--- config.mk ---
export PLATFORM = sky130hd
export DESIGN_NAME = mmul2_sequencer_flat
export DESIGN_NICKNAME = d
export VERILOG_FILES = /design/src/rtl/mmul2_sequencer_if.sv /design/src/rtl/mmul2_sequencer.sv /design/src/flat_wrapper.sv
export SDC_FILE = /design/constraint.sdc
export NUM_CORES = 1
export LEC_CHECK = 0
export CORE_MARGIN = 2
export CORE_UTILIZATION = 51
export DETAILED_ROUTE_END_ITERATION = 16
export PLACE_DENSITY = 0.9
export SLEW_MARGIN = 20
export SYNTH_ARGS = -nofsm -noshare
export SYNTH_HDL_FRONTEND = slang
export SYNTH_SLANG_ARGS = --single-unit
--- constraint.sdc ---
create_clock -name clk -period 1.93 [get_ports clk]
set_input_delay 0.386 -clock clk [delete_from_list [all_inputs] [get_ports clk]]
set_output_delay 0.386 -clock clk [all_outputs]
set_load 0.005 [all_outputs]
--- src/rtl/mmul2_sequencer_if.sv ---
// Host/datapath bundle for mmul2_sequencer: start/stall in, memory, MAC and C-write controls out.
// Address widths derive from the matrix dimensions so both ends agree.
interface mmul2_sequencer_if #(
    parameter int RA = 2,
    parameter int CA = 2,
    parameter int RB = 2,
    parameter int CB = 2
) ();
    localparam int AW_A = (RA * CA > 1) ? $clog2(RA * CA) : 1;
    localparam int AW_B = (RB * CB > 1) ? $clog2(RB * CB) : 1;
    localparam int AW_C = (RA * CB > 1) ? $clog2(RA * CB) : 1;

    logic            start;
    logic            stall;
    logic            rd_en;
    logic [AW_A-1:0] a_addr;
    logic [AW_B-1:0] b_addr;
    logic            mac_en;
    logic            mac_clr;
    logic            c_we;
    logic [AW_C-1:0] c_addr;
    logic            busy;
    logic            done;
    logic            err;

    modport master (
        input  start, stall,
        output rd_en, a_addr, b_addr, mac_en, mac_clr, c_we, c_addr, busy, done, err
    );

    modport slave (
        output start, stall,
        input  rd_en, a_addr, b_addr, mac_en, mac_clr, c_we, c_addr, busy, done, err
    );
endinterface

--- src/rtl/mmul2_sequencer.sv ---
// Matrix-multiply control sequencer: walks i/j/k, issues operand reads, tracks them through a
// LAT-deep delay line to drive MAC clear/enable, and writes each finished C element.
module mmul2_sequencer #(
    parameter int RA  = 2,
    parameter int CA  = 2,
    parameter int RB  = 2,
    parameter int CB  = 2,
    parameter int LAT = 1
) (
    input  logic              clk,
    input  logic              rst_n,
    mmul2_sequencer_if.master bus
);
    localparam int AW_A = (RA * CA > 1) ? $clog2(RA * CA) : 1;
    localparam int AW_B = (RB * CB > 1) ? $clog2(RB * CB) : 1;
    localparam int AW_C = (RA * CB > 1) ? $clog2(RA * CB) : 1;
    localparam int IW   = (RA > 1) ? $clog2(RA) : 1;
    localparam int JW   = (CB > 1) ? $clog2(CB) : 1;
    localparam int KW   = (CA > 1) ? $clog2(CA) : 1;

    localparam bit CFG_OK = (CA == RB) && (RA != 0) && (CA != 0) && (RB != 0) && (CB != 0);

    localparam logic [IW-1:0] I_MAX = IW'(RA - 1);
    localparam logic [JW-1:0] J_MAX = JW'(CB - 1);
    localparam logic [KW-1:0] K_MAX = KW'(CA - 1);

    typedef enum logic [2:0] {
        S_IDLE  = 3'd0,
        S_RUN   = 3'd1,
        S_DRAIN = 3'd2,
        S_DONE  = 3'd3,
        S_ERR   = 3'd4
    } state_t;

    state_t          state_r, state_s;
    logic [IW-1:0]   i_r, i_s;
    logic [JW-1:0]   j_r, j_s;
    logic [KW-1:0]   k_r, k_s;

    logic            rd_en_s, accept_s, last_issue_s, drained_s;
    logic            busy_s, done_s, err_s;
    logic [AW_A-1:0] a_addr_s;
    logic [AW_B-1:0] b_addr_s;
    logic [AW_C-1:0] c_idx_s;

    // Delay line entries: valid, first (k==0), last (k==CA-1), C index.
    logic [LAT-1:0]  pv_r, pf_r, pl_r;
    logic [AW_C-1:0] pc_r [LAT];

    logic            rd_en_r, mac_en_r, mac_clr_r, mac_last_r, c_we_r;
    logic            busy_r, done_r, err_r;
    logic [AW_A-1:0] a_addr_r;
    logic [AW_B-1:0] b_addr_r;
    logic [AW_C-1:0] mac_idx_r, c_addr_r;

    assign last_issue_s = (i_r == I_MAX) && (j_r == J_MAX) && (k_r == K_MAX);
    // The final entry has left the delay line and its c_we is being registered this edge.
    assign drained_s    = (pv_r == {LAT{1'b0}}) && !(mac_en_r && !mac_last_r);

    // FSM state register.
    always_ff @(posedge clk or negedge rst_n) begin
        if (!rst_n) begin
            state_r <= S_IDLE;
        end else begin
            state_r <= state_s;
        end
    end

    // Next state plus next values of the state-derived outputs.
    always_comb begin
        state_s  = state_r;
        rd_en_s  = 1'b0;
        accept_s = 1'b0;
        err_s    = err_r;
        case (state_r)
            S_IDLE: begin
                if (bus.start) begin
                    if (CFG_OK) begin
                        state_s  = S_RUN;
                        accept_s = 1'b1;
                        err_s    = 1'b0;
                    end else begin
                        state_s = S_ERR;
                    end
                end else begin
                    state_s = S_IDLE;
                end
            end
            S_RUN: begin
                if (!bus.stall) begin
                    rd_en_s = 1'b1;
                    if (last_issue_s) begin
                        state_s = S_DRAIN;
                    end else begin
                        state_s = S_RUN;
                    end
                end else begin
                    state_s = S_RUN;
                end
            end
            S_DRAIN: begin
                if (drained_s) begin
                    state_s = S_DONE;
                end else begin
                    state_s = S_DRAIN;
                end
            end
            S_DONE: begin
                state_s = S_IDLE;
            end
            S_ERR: begin
                err_s   = 1'b1;
                state_s = S_IDLE;
            end
            default: begin
                state_s = S_IDLE;
            end
        endcase
        busy_s = (state_r != S_IDLE);
        done_s = (state_r == S_DONE) || (state_r == S_ERR);
    end

    // Loop counters: k fastest, then j, then i; each wraps to zero at its bound.
    always_comb begin
        i_s = i_r;
        j_s = j_r;
        k_s = k_r;
        if (accept_s) begin
            i_s = {IW{1'b0}};
            j_s = {JW{1'b0}};
            k_s = {KW{1'b0}};
        end else if (rd_en_s) begin
            if (k_r == K_MAX) begin
                k_s = {KW{1'b0}};
                if (j_r == J_MAX) begin
                    j_s = {JW{1'b0}};
                    if (i_r == I_MAX) begin
                        i_s = {IW{1'b0}};
                    end else begin
                        i_s = i_r + {{(IW-1){1'b0}}, 1'b1};
                    end
                end else begin
                    j_s = j_r + {{(JW-1){1'b0}}, 1'b1};
                end
            end else begin
                k_s = k_r + {{(KW-1){1'b0}}, 1'b1};
            end
        end else begin
            k_s = k_r;
        end
    end

    // Addresses for the current (i,j,k).
    always_comb begin
        a_addr_s = AW_A'(int'(i_r) * CA + int'(k_r));
        b_addr_s = AW_B'(int'(k_r) * CB + int'(j_r));
        c_idx_s  = AW_C'(int'(i_r) * CB + int'(j_r));
    end

    // Counter registers.
    always_ff @(posedge clk or negedge rst_n) begin
        if (!rst_n) begin
            i_r <= {IW{1'b0}};
            j_r <= {JW{1'b0}};
            k_r <= {KW{1'b0}};
        end else begin
            i_r <= i_s;
            j_r <= j_s;
            k_r <= k_s;
        end
    end

    // Read-latency delay line; never frozen by stall so in-flight reads complete.
    always_ff @(posedge clk or negedge rst_n) begin
        if (!rst_n) begin
            pv_r <= {LAT{1'b0}};
            pf_r <= {LAT{1'b0}};
            pl_r <= {LAT{1'b0}};
            for (int s = 0; s < LAT; s++) begin
                pc_r[s] <= {AW_C{1'b0}};
            end
        end else begin
            pv_r[0] <= rd_en_s;
            pf_r[0] <= (k_r == {KW{1'b0}});
            pl_r[0] <= (k_r == K_MAX);
            pc_r[0] <= c_idx_s;
            for (int s = 1; s < LAT; s++) begin
                pv_r[s] <= pv_r[s-1];
                pf_r[s] <= pf_r[s-1];
                pl_r[s] <= pl_r[s-1];
                pc_r[s] <= pc_r[s-1];
            end
        end
    end

    // Output registers; c_we trails the last mac_en by one cycle for the registered accumulator.
    always_ff @(posedge clk or negedge rst_n) begin
        if (!rst_n) begin
            rd_en_r    <= 1'b0;
            a_addr_r   <= {AW_A{1'b0}};
            b_addr_r   <= {AW_B{1'b0}};
            mac_en_r   <= 1'b0;
            mac_clr_r  <= 1'b0;
            mac_last_r <= 1'b0;
            mac_idx_r  <= {AW_C{1'b0}};
            c_we_r     <= 1'b0;
            c_addr_r   <= {AW_C{1'b0}};
            busy_r     <= 1'b0;
            done_r     <= 1'b0;
            err_r      <= 1'b0;
        end else begin
            rd_en_r    <= rd_en_s;
            a_addr_r   <= rd_en_s ? a_addr_s : {AW_A{1'b0}};
            b_addr_r   <= rd_en_s ? b_addr_s : {AW_B{1'b0}};
            mac_en_r   <= pv_r[LAT-1];
            mac_clr_r  <= pv_r[LAT-1] & pf_r[LAT-1];
            mac_last_r <= pv_r[LAT-1] & pl_r[LAT-1];
            mac_idx_r  <= pc_r[LAT-1];
            c_we_r     <= mac_en_r & mac_last_r;
            c_addr_r   <= (mac_en_r & mac_last_r) ? mac_idx_r : {AW_C{1'b0}};
            busy_r     <= busy_s;
            done_r     <= done_s;
            err_r      <= err_s;
        end
    end

    assign bus.rd_en   = rd_en_r;
    assign bus.a_addr  = a_addr_r;
    assign bus.b_addr  = b_addr_r;
    assign bus.mac_en  = mac_en_r;
    assign bus.mac_clr = mac_clr_r;
    assign bus.c_we    = c_we_r;
    assign bus.c_addr  = c_addr_r;
    assign bus.busy    = busy_r;
    assign bus.done    = done_r;
    assign bus.err     = err_r;
endmodule

--- src/flat_wrapper.sv ---
// flat-port wrapper written by rule: the top's interface ports become plain ports
module mmul2_sequencer_flat 
#(
    parameter int RA  = 2,
    parameter int CA  = 2,
    parameter int RB  = 2,
    parameter int CB  = 2,
    parameter int LAT = 1
)
  (clk, rst_n, bus_start, bus_stall, bus_rd_en, bus_a_addr, bus_b_addr, bus_mac_en, bus_mac_clr, bus_c_we, bus_c_addr, bus_busy, bus_done, bus_err);
  mmul2_sequencer_if #(.RA(RA), .CA(CA), .RB(RB), .CB(CB)) bus_i ();
  input  logic clk;
  input  logic rst_n;
  input wire logic [$bits(bus_i.start)-1:0] bus_start;
  input wire logic [$bits(bus_i.stall)-1:0] bus_stall;
  output wire logic [$bits(bus_i.rd_en)-1:0] bus_rd_en;
  output wire logic [$bits(bus_i.a_addr)-1:0] bus_a_addr;
  output wire logic [$bits(bus_i.b_addr)-1:0] bus_b_addr;
  output wire logic [$bits(bus_i.mac_en)-1:0] bus_mac_en;
  output wire logic [$bits(bus_i.mac_clr)-1:0] bus_mac_clr;
  output wire logic [$bits(bus_i.c_we)-1:0] bus_c_we;
  output wire logic [$bits(bus_i.c_addr)-1:0] bus_c_addr;
  output wire logic [$bits(bus_i.busy)-1:0] bus_busy;
  output wire logic [$bits(bus_i.done)-1:0] bus_done;
  output wire logic [$bits(bus_i.err)-1:0] bus_err;
  assign bus_i.start = bus_start;
  assign bus_i.stall = bus_stall;
  assign bus_rd_en = bus_i.rd_en;
  assign bus_a_addr = bus_i.a_addr;
  assign bus_b_addr = bus_i.b_addr;
  assign bus_mac_en = bus_i.mac_en;
  assign bus_mac_clr = bus_i.mac_clr;
  assign bus_c_we = bus_i.c_we;
  assign bus_c_addr = bus_i.c_addr;
  assign bus_busy = bus_i.busy;
  assign bus_done = bus_i.done;
  assign bus_err = bus_i.err;
  mmul2_sequencer #(.RA(RA), .CA(CA), .RB(RB), .CB(CB), .LAT(LAT)) u_core (.clk(clk), .rst_n(rst_n), .bus(bus_i));
endmodule
# Word-level counts from Yosys, hierarchy flattened
# Index checks and enable logic that the tools add are counted.
[word_totals]
regBits = 26
out_inout_bits = 13
wordCells = 77
[classes]
add_sub_neg = 6
eq_ne = 5
muxes = 26
bitwise_logic = 5
n_reduce_logical = 16
[ops]
columns = ["operator", "count"]
rows = [
  ["$mux 1", 19],
  ["$mux 2", 5],
  ["$pmux 3 s3", 1],
  ["$reduce_bool 2->1", 4],
  ["$add 2x1->2", 3],
  ["$eq 3x2->1 const B", 2],
  ["$logic_and 1x1->1", 4],
  ["$reduce_and 2->1", 2],
  ["$add 1x1->1 const B", 3],
  ["$and 1x1->1", 3],
  ["$eq 3x1->1 const B", 1],
  ["$eq 3x3->1 const B", 1],
  ["$logic_not 3->1", 1],
  ["$reduce_and 3->1", 1],
  ["$reduce_bool 3->1", 1],
  ["$logic_not 1->1", 2],
  ["$ne 2x2->1 const B", 1],
  ["$not 1->1", 2],
  ["$pmux 1 s2", 1],
  ["$logic_or 1x1->1", 1],
]

# Depth between registers and ports, before layout
# Gate-level depths: netlist (run 1).
[logic_depth]
ltp_word = 6
depth_mapped = 4

# Worst setup path before layout (run 1)
# Ideal clock, no wire load.
[synth_path]
kind = "reg2reg"
from = "register u_core.k_r"
to = "register u_core.j_r"
arrival_ns = 1.053
slack_ns = 0.756
path_stages_with_launch = 4
n_path_buf = 0
cell_sequence = "dfrtp_1 > nor2b_4 > mux2_4 > a22o_1"
[synth_via]
elab_chain_cells = 2
[synth_lines]
columns = ["item", "line_no", "rtl"]
rows = [
  ["start: declaration", "mmul2_sequencer.sv:38", "logic [KW-1:0] k_r, k_s;"],
  ["start signal: assignment", "mmul2_sequencer.sv:165", "k_r <= {KW{1'b0}};"],
  ["start signal: assignment", "mmul2_sequencer.sv:169", "k_r <= k_s;"],
  ["$reduce_bool 2->1 (no source line)", "-", ""],
  ["$reduce_and 2->1 (no source line)", "-", ""],
  ["end signal: assignment", "mmul2_sequencer.sv:164", "j_r <= {JW{1'b0}};"],
  ["end signal: assignment", "mmul2_sequencer.sv:168", "j_r <= j_s;"],
  ["end: declaration", "mmul2_sequencer.sv:37", "logic [JW-1:0] j_r, j_s;"],
]
# Every way passes these cells.
# A chain may end at the register's enable or synchronous reset.

# Worst setup path after layout (run 1)
[layout_path]
from = "register u_core.mac_en_r, in the netlist u_core.bus.mac_en"
to = "output port bus_mac_en"
[layout_rtl]
columns = ["item", "line_no", "rtl"]
rows = [
  ["start: declaration", "mmul2_sequencer.sv:50", "logic rd_en_r, mac_en_r, mac_clr_r, mac_last_r, c_we_r;"],
  ["start signal: assignment", "mmul2_sequencer.sv:215", "mac_en_r <= pv_r[LAT-1];"],
  ["end: declaration", "flat_wrapper.sv:19", "output wire logic [$bits(bus_i.mac_en)-1:0] bus_mac_en;"],
]
# No word-level cell between the ends.

==> qor.yml, run 1 <==
outcome:
  status: "complete, no violations"
global_route:
  grt_pass1_wl_mm: 2.14
  antenna_found_initial: 0
  grt_max_degree: 24
  grt.total_usage_pct: 16.0
  overflow: 0
  grt_pass1_vias: 489
power_and_ir_drop:
  intPower_mw: 0.994
  power.density_nw_per_um2: 1380
  vdd_drop_max_mv: 0.736
  clockPowerShare_pct: 15.0
  p_sw_share_pct: 28.5
  p_leak_nw: 0.470
  switchingPower_mw: 0.396
  power_frac_seq_pct: 56.6
  power_frac_comb_pct: 28.5
  power.total_mw: 1.39
min_path:
  hold_path_class: "flop to flop"
  hold_depth: 0
final_layout:
  n_antenna_cell: 0
  finish.utilization_pct: 66.3
  nets: 82
  syn_to_final_growth_pct: 21.3
  layout-drive-gt1-share_pct: 11.7
critical_path:
  cp.required_ps: 1540
  cp-start-kind: "flop"
  path_class: "flop to output port"
  cp_slowest_cell: "clkdlybuf4s50_1"
  cp_cell_sequence: "clkdlybuf4s50_1"
  critPathTopFamily: "buffers and inverters"
  cp_num_cells: 1
  endpoint_kind: "output port"
  path_max_fanout: 5
  crit_arrival_ps: 1240
  reg2reg_depth: 3
  critPathMaxStageDelay_ps: 520
  critPathCapture: "bus_mac_en"
  timing.rr.start: "u_core.state_r[0]$_DFF_PN0_"
  rrSetupSlack_ps: 640
  cp.buffers_inverters: 1
  regToRegEndpoint: "u_core.k_r$_DFFE_PN0P_"
  crit_start: "u_core.bus.mac_en$_DFF_PN0_"
synthesis:
  avgSynthCellArea_um2: 13.9
  synth_cell_type_count: 25
  yosysTopAreaCellShare_pct: 69.1
  synth_cells: 60
  yosysSeqAreaShare_pct: 69.1
  yosys_warnings: 0
  synthesis.nets: 64
  synth_top_cell_by_area: "dfrtp_1"
  synth-seq-cells: 23
  synth_area_um2: 833
  yosys-top-cells-area: "dfrtp_1 (69%), and2_1 (4.5%), buf_4 (1.8%)"
timing:
  final-hold-violation-count: 0
  finalSetupViolCount: 0
  min_period_over_period_pct: 84.4
  rsz0062_at_grt: "no"
  period_needed_ps: 1630
  skew_ps: 6.47
  fin_ws_ps: 301
  fin_hold_ws_ps: 360
  fmax_mhz: 614
  tns_ps: 0
  maxSlewViolCount: 0
placed_design:
  gp_congestion: 0.736
  dpl_worst_slack_ps: 249
  io_buffers: 15
detailed_routing:
  num_vias: 476
  drt_iter0_markers: 4
  vias_per_cell: 5.12
  drc: 0
  routed_wl_mm: 1.23
  drtPass1Iterations: 3
  ant_nets: 0
  wl_per_cell_um: 13.2
die:
  ios: 17
  core-area_um2: 1520
  num_rows: 14
  start_util_pct: 54.7
  die_w_um: 44.4
  die_area_um2: 1970
  die_h_um: 44.4
cts:
  cts-root-buf: "clkbuf_4"
  postCtsSetupRepairBufs: 0
  postCtsResizedCells: 0
  path_clk_slew_ps: 110
  clock_latency_ps: 300
  clock_path_buffers: 2
  clock-sinks: 23
  cts_tree: "yes"
  htreeDepth: 1
  numCtsBuffers: 3
  holdBufCountCts: 0
job:
  drv_cap: 0
kinds of logic (layout without fill, tap and decap cells):
group                  count (synthesis)  in the layout  share of synthesized area [%]
DFF                                   23             23                           69.1
other                                  1              1                          0.450
buffers and inverters                  6             23                           4.50
muxes                                  1              1                           1.80
AOI/OAI and AO/OA                      7              7                           6.61
and+or+nand+nor                       22             22                           17.6
worst min path at each step:
stage | from | end | slack, ps
final | u_core.pc_r[1]$_DFF_PN0_ | u_core.mac_idx_r[1]$_DFF_PN0_ | 360
after global routing | u_core.pc_r[1]$_DFF_PN0_ | u_core.mac_idx_r[1]$_DFF_PN0_ | 370
after CTS | u_core.pc_r[1]$_DFF_PN0_ | u_core.mac_idx_r[1]$_DFF_PN0_ | 360
after detailed placement | u_core.pc_r[1]$_DFF_PN0_ | u_core.mac_idx_r[1]$_DFF_PN0_ | 340
after global placement | u_core.pc_r[0]$_DFF_PN0_ | u_core.mac_idx_r[0]$_DFF_PN0_ | 330
after floorplan | rst_n | u_core.bus.a_addr[0]$_DFF_PN0_ | 90
state kept, by name (all words and copies together), names as in the netlist, 2 cells and up:
signal	cells
u_core.bus.a_addr	2
u_core.bus.c_addr	2
u_core.mac_idx_r	2
u_core.pc_r	2
u_core.state_r	2
through the flow:
stage / instances / instance area, µm²
after detailed placement: 89 / 985
after global routing: 93 / 1010
after CTS: 93 / 1010
final: 93 / 1010
after floorplan: 60 / 833
after global placement: 89 / 985
cells in the mapped netlist:
library cell,instances
a221oi_1,1
a22o_1,1
nor2b_4,1
nor2_1,3
nand3_1,1
and3_1,2
nand2b_1,1
dfrtp_1,23
and2_1,6
inv_1,3
nor2b_1,1
buf_4,2
nor3b_2,1
and4bb_1,1
o21bai_1,1
a21oi_1,1
buf_6,1
o211ai_1,1
o21ai_0,1
nand4b_1,1
conb_1,1
and2_4,1
a211oi_2,1
nand2_1,3
mux2_4,1
metal layers:
metal / GRT usage [%] / vias to the layer above / share of wire (%)
li1: - / 227 / -
met1: 19.0 / 232 / 42
met3: 2.45 / 4 / 3.4
met5: 0 / - / 0
met4: 10.9 / 0 / 1.7
met2: 26.8 / 13 / 53
final cells by class:
cell class / count / area, µm²
Timing Repair Buffer: 16 / 158
Fill cell: 111 / 513
Sequential cell: 23 / 576
Inverter: 3 / 11.3
Tap cell: 16 / 20.0
Multi-Input combinational cell: 31 / 220
Clock buffer: 4 / 26.3
cells in the final DEF, fill, tap and decap left out, types with 2 or more instances in the layout:
master           synthesis  routed
nand2_1                  3       3
and3_1                   2       2
clkbuf_4                 0       3
inv_1                    3       3
dfrtp_1                 23      23
nor2_1                   3       3
and2_1                   6       6
clkdlybuf4s50_1          0      15
power groups by stage:
stage	Combinational, mW	Clock [mW]	Sequential, mW
after floorplan	0.253	0	0.759
after CTS	0.401	0.218	0.790
after global placement	0.380	0	0.786
after global routing	0.435	0.237	0.815
final	0.396	0.208	0.786
after detailed placement	0.398	0	0.802
Note: power is estimated with default switching activity, not from simulation.
==> run 2: changes to the inputs <==
CORE_UTILIZATION = 48   (was 51)
PLACE_DENSITY = 0.86   (was 0.9)
clock period = 1.7 ns   (was 1.93 ns; I/O delays follow)
==> run 2 against run 1 <==
- setup slack worse by 180 ps
- final cell count increased by 2.2%
- routed wire length shrank 3.3%
- sequential share of layout area down 0.49 points
- critical endpoint is now bus_rd_en
- clock skew is 2.7 ps lower
- via count grew 0.42%
- combinational power up 20%
- sequential power grew 11%
- global-route usage down 2.0 points
==> qor.yml, run 2 (synthesis results as in run 1) <==
critical_path:
  reg2reg_depth: 3  # unchanged
  endpoint_kind: "output port"  # unchanged
  cp_num_cells: 1  # unchanged
  cp-start-kind: "flop"  # unchanged
  cp_cell_sequence: "clkdlybuf4s50_1"  # unchanged
  crit_arrival_ps: 1240  # about the same
  critPathMaxStageDelay_ps: 520  # about the same
  path_max_fanout: 5  # unchanged
  path_class: "flop to output port"  # unchanged
  cp.required_ps: 1360  # was 1540 ps
  cp.buffers_inverters: 1  # unchanged
  cp_slowest_cell: "clkdlybuf4s50_1"  # unchanged
  critPathTopFamily: "buffers and inverters"  # unchanged
die:
  die_area_um2: 2090  # was 1970 µm²
  die_h_um: 45.7  # was 44.4 µm
  core-area_um2: 1670  # was 1520 µm²
  num_rows: 15  # was 14
  die_w_um: 45.7  # was 44.4 µm
  start_util_pct: 49.9  # was 54.7%
  ios: 17  # unchanged
power_and_ir_drop:
  clockPowerShare_pct: 14.8  # was 15.0%
  power_frac_seq_pct: 55.1  # was 56.6%
  power_frac_comb_pct: 30.1  # was 28.5%
  vdd_drop_max_mv: 0.694  # was 0.736 mV
  power.density_nw_per_um2: 1560  # was 1380 nW/µm²
  p_sw_share_pct: 28.1  # was 28.5%
  switchingPower_mw: 0.446  # was 0.396 mW
  intPower_mw: 1.14  # was 0.994 mW
  p_leak_nw: 0.474  # was 0.470 nW
outcome:
  status: "complete, no violations"  # unchanged
timing:
  tns_ps: 0  # unchanged
  rsz0062_at_grt: "no"  # unchanged
  skew_ps: 3.78  # was 6.47 ps
  period_needed_ps: 1580
  fmax_mhz: 633
  maxSlewViolCount: 0  # unchanged
  finalSetupViolCount: 0  # unchanged
  final-hold-violation-count: 0  # unchanged
  min_period_over_period_pct: 93.0
cts:
  clock_path_buffers: 2  # unchanged
  path_clk_slew_ps: 110  # about the same
  clock_latency_ps: 300  # about the same
  htreeDepth: 1  # unchanged
  holdBufCountCts: 0  # unchanged
  numCtsBuffers: 3  # unchanged
  cts_tree: "yes"  # unchanged
  postCtsSetupRepairBufs: 0  # unchanged
  cts-root-buf: "clkbuf_4"  # unchanged
  postCtsResizedCells: 0  # unchanged
  clock-sinks: 23  # unchanged
job:
  drv_cap: 0  # unchanged
detailed_routing:
  vias_per_cell: 5.03  # was 5.12
  routed_wl_mm: 1.19  # was 1.23 mm
  drt_iter0_markers: 1  # was 4
  num_vias: 478  # was 476
  drc: 0  # unchanged
  wl_per_cell_um: 12.5  # was 13.2 µm
  ant_nets: 0  # unchanged
  drtPass1Iterations: 2  # was 3
final_layout:
  mostFrequentLayoutCells: "dfrtp_1 (23), clkdlybuf4s50_1 (15), and2_1 (6)"  # unchanged
  syn_to_final_growth_pct: 22.4  # was 21.3%
  layout-drive-gt1-share_pct: 12.8  # was 11.7%
  nets: 83  # was 82
  n_antenna_cell: 0  # unchanged
  mostFrequentLayoutCell: "dfrtp_1"  # unchanged
  fillers: 131  # was 111
  fin_area_um2: 1020  # was 1010 µm²
global_route:
  antenna_found_initial: 0  # unchanged
  grt.total_usage_pct: 14.0  # was 16.0%
  overflow: 0  # unchanged
  grt_pass1_vias: 428  # was 489
  grt_max_degree: 24  # unchanged
  grt-busiest-layer: "met2"  # unchanged
  grt_pass1_wl_mm: 1.90  # was 2.14 mm
  gr-usage-met3_pct: 4.76  # was 2.45%
  met2_usage_pct: 20.8  # was 26.8%
  grtUsageMet1_pct: 16.1  # was 19.0%
placed_design:
  gp_congestion: 0.825  # was 0.736
  dpl_cell_area_um2: 993  # was 985 µm²
  io_buffers: 15  # unchanged
  dp_hpwl_um: 885
min_path:
  hold_depth: 0  # unchanged
  hold_path_class: "flop to flop"  # unchanged
-- run 2: cell count changes in the layout (fill, tap and decap cells not counted), sizes merged --
cell / previous run / this run
buf: 1 / 2
-- run 2: per-layer routing --
| metal | part of all wire, % | up-vias |
|---|---|---|
| li1 | - | 233 |
| met1 | 45 | 224 |
| met2 | 47 | 17 |
| met3 | 4.3 | 4 |
| met4 | 2.9 | 0 |
| met5 | 0 | - |
-- run 2: worst reg2reg max path, delay by kind of cell (launching register included) --
family          cells  cell delay [ps]
mux                 1              290
flops               1              470
simple gates        1              190
compound gates      1              220
-- run 2: final timing paths --
path | start | to | slack (ps)
hold / removal | u_core.pc_r[0]$_DFF_PN0_ | u_core.mac_idx_r[0]$_DFF_PN0_ | 360
setup / recovery | u_core.pv_r$_DFF_PN0_ | bus_rd_en | 120
hold reg to reg | u_core.pc_r[0]$_DFF_PN0_ | u_core.mac_idx_r[0]$_DFF_PN0_ | 360
max in group asynchronous | rst_n | u_core.bus.busy$_DFF_PN0_ | 1110
setup reg to reg | u_core.k_r$_DFFE_PN0P_ | u_core.j_r$_DFFE_PN0P_ | 430
min in group asynchronous | rst_n | u_core.bus.mac_en$_DFF_PN0_ | 380
-- run 2: layout make-up --
cell class                 count  area, µm²  share of cell area, %
timing repair buffer          17        165                   16.2
multi-input combinational     31        220                   21.6
sequential                    23        576                   56.4
inverter                       3       11.3                   1.10
clock buffer                   4       26.3                   2.58
tap                           17       21.3                   2.09
-- run 2: power by group through the flow --
stage,Combinational (mW),Sequential [mW],Clock (mW)
after CTS,0.486,0.880,0.244
after global placement,0.467,0.882,0
after detailed placement,0.487,0.891,0
after global routing,0.528,0.906,0.267
after floorplan,0.287,0.861,0
final,0.477,0.875,0.236
-- run 2: per-stage QoR --
stage	hold WS [ps]	setup slack, ps	total power [mW]	std cells	util [%]
after global placement	331	109	1.35	91	59.5
after detailed placement	336	66.8	1.38	91	59.5
final	360	119	1.59	95	61.0
after global routing	373	61.0	1.70	95	61.0
after floorplan	44.4	526	1.15	60	-
after CTS	363	108	1.61	95	61.0
==> run 3: changes to the inputs <==
ABC_CLOCK_PERIOD_IN_PS = 1700   (was unset)
PLACE_DENSITY = unset   (was 0.86)
PLACE_DENSITY_LB_ADDON = 0.25   (was unset)
==> run 3 against run 2 <==
- sequential power grew 2%
- highest routed layer unchanged
- worst hold slack got worse by 1.2 ps
- setup slack worse by 2.3 ps
- first-iteration DRC count rose to 7.0 times the previous value
- count of clock-buffer cells in the layout unchanged
- global-route usage shrank 1.3 points
- critical path depth stayed put
==> qor.yml, run 3 (synthesis results as in run 1) <==
outcome:
  status: "complete, no violations"  # unchanged
critical_path:
  crit_arrival_ps: 1240  # about the same
  cp.buffers_inverters: 1  # unchanged
  path_class: "flop to output port"  # unchanged
  path_max_fanout: 5  # unchanged
  endpoint_kind: "output port"  # unchanged
  cp_slowest_cell: "clkdlybuf4s50_1"  # unchanged
  critPathMaxStageDelay_ps: 520  # about the same
  critPathTopFamily: "buffers and inverters"  # unchanged
  cp-start-kind: "flop"  # unchanged
  cp.required_ps: 1360  # about the same
  cp_cell_sequence: "clkdlybuf4s50_1"  # unchanged
die:
  die_h_um: 45.7  # unchanged
  die_w_um: 45.7  # unchanged
  die_area_um2: 2090  # unchanged
  num_rows: 15  # unchanged
  ios: 17  # unchanged
  start_util_pct: 49.9  # unchanged
  core-area_um2: 1670  # unchanged
final_layout:
  mostFrequentLayoutCell: "dfrtp_1"  # unchanged
  syn_to_final_growth_pct: 22.4  # unchanged
  mostFrequentLayoutCells: "dfrtp_1 (23), clkdlybuf4s50_1 (15), and2_1 (6)"  # unchanged
  nets: 83  # unchanged
  n_antenna_cell: 0  # unchanged
  layout-drive-gt1-share_pct: 12.8  # unchanged
  fillers: 130  # was 131
  finish.utilization_pct: 61.0  # unchanged
detailed_routing:
  drtPass1Iterations: 4  # was 2
  ant_nets: 0  # unchanged
  drt_iter0_markers: 7  # was 1
  wl_per_cell_um: 11.6  # was 12.5 µm
  num_vias: 474  # was 478
  vias_per_cell: 4.99  # was 5.03
  routed_wl_mm: 1.11  # was 1.19 mm
  drc: 0  # unchanged
global_route:
  grt_pass1_vias: 435  # was 428
  grt_max_degree: 24  # unchanged
  overflow: 0  # unchanged
  grt_pass1_wl_mm: 1.86  # was 1.90 mm
  grt.total_usage_pct: 12.7  # was 14.0%
  antenna_found_initial: 0  # unchanged
cts:
  cts-root-buf: "clkbuf_4"  # unchanged
  path_clk_slew_ps: 110  # about the same
  clock_path_buffers: 2  # unchanged
  postCtsResizedCells: 0  # unchanged
  clock-sinks: 23  # unchanged
  htreeDepth: 1  # unchanged
  holdBufCountCts: 0  # unchanged
  postCtsSetupRepairBufs: 0  # unchanged
  numCtsBuffers: 3  # unchanged
  cts_tree: "yes"  # unchanged
  clock_latency_ps: 290  # was 300 ps
timing:
  fmax_mhz: 632  # was 633 MHz
  final-hold-violation-count: 0  # unchanged
  tns_ps: 0  # unchanged
  skew_ps: 1.08  # was 3.78 ps
  rsz0062_at_grt: "no"  # unchanged
  maxSlewViolCount: 0  # unchanged
  period_needed_ps: 1580  # about the same
  min_period_over_period_pct: 93.1  # was 93.0%
  finalSetupViolCount: 0  # unchanged
power_and_ir_drop:
  vdd_drop_max_mv: 0.804  # was 0.694 mV
  p_leak_nw: 0.475  # was 0.474 nW
  power.total_mw: 1.57  # was 1.59 mW
  power.density_nw_per_um2: 1540  # was 1560 nW/µm²
job:
  drv_cap: 0  # unchanged
placed_design:
  dp_hpwl_um: 822  # was 885 µm
  io_buffers: 15  # unchanged
  gp_congestion: 0.711  # was 0.825
min_path:
  hold_path_class: "flop to flop"  # unchanged
[run 3: stage by stage]
step	hold WS [ps]	setup slack [ps]	cells	cell area, µm²
2_1_floorplan	44.4	526	60	833
3_3_place_gp	332	107	91	993
3_5_place_dp	335	75.6	91	993
4_1_cts	361	105	95	1020
5_1_grt	373	19.2	95	1020
6_report	359	117	95	1020
[run 3: path summary, 6_finish.rpt]
kind / end / from / depth (start not counted) / slack, ps
setup / recovery: bus_rd_en / u_core.pv_r$_DFF_PN0_ / 1 / 120
hold / removal: u_core.mac_idx_r[0]$_DFF_PN0_ / u_core.pc_r[0]$_DFF_PN0_ / 0 / 360
setup reg to reg: u_core.j_r$_DFFE_PN0P_ / u_core.k_r$_DFFE_PN0P_ / 3 / 430
hold reg to reg: u_core.mac_idx_r[0]$_DFF_PN0_ / u_core.pc_r[0]$_DFF_PN0_ / 0 / 360
max in group asynchronous: u_core.bus.busy$_DFF_PN0_ / rst_n / 2 / 1110
min in group asynchronous: u_core.bus.c_addr[0]$_DFF_PN0_ / rst_n / 2 / 380
[run 3: cell type report]
class	count	area [µm²]	area share [%]
flip-flops and latches	23	576	56.4
multi-input cells	31	220	21.6
clock buffers	4	26.3	2.58
inverters	3	11.3	1.10
well taps	17	21.3	2.09
repair buffers	17	165	16.2
[run 3: power by group]
| group | internal, mW | switching (mW) |
|---|---|---|
| clock | 0.0911 | 0.140 |
| combinational | 0.301 | 0.148 |
| sequential | 0.745 | 0.147 |
| total | 1.14 | 0.435 |
[run 3: routing by layer]
layer | global-route usage [%] | routed length (µm)
met1 | 16.9 | 509
met2 | 20.3 | 551
met3 | 2.38 | 30
met4 | 5.29 | 14
met5 | 0 | 0
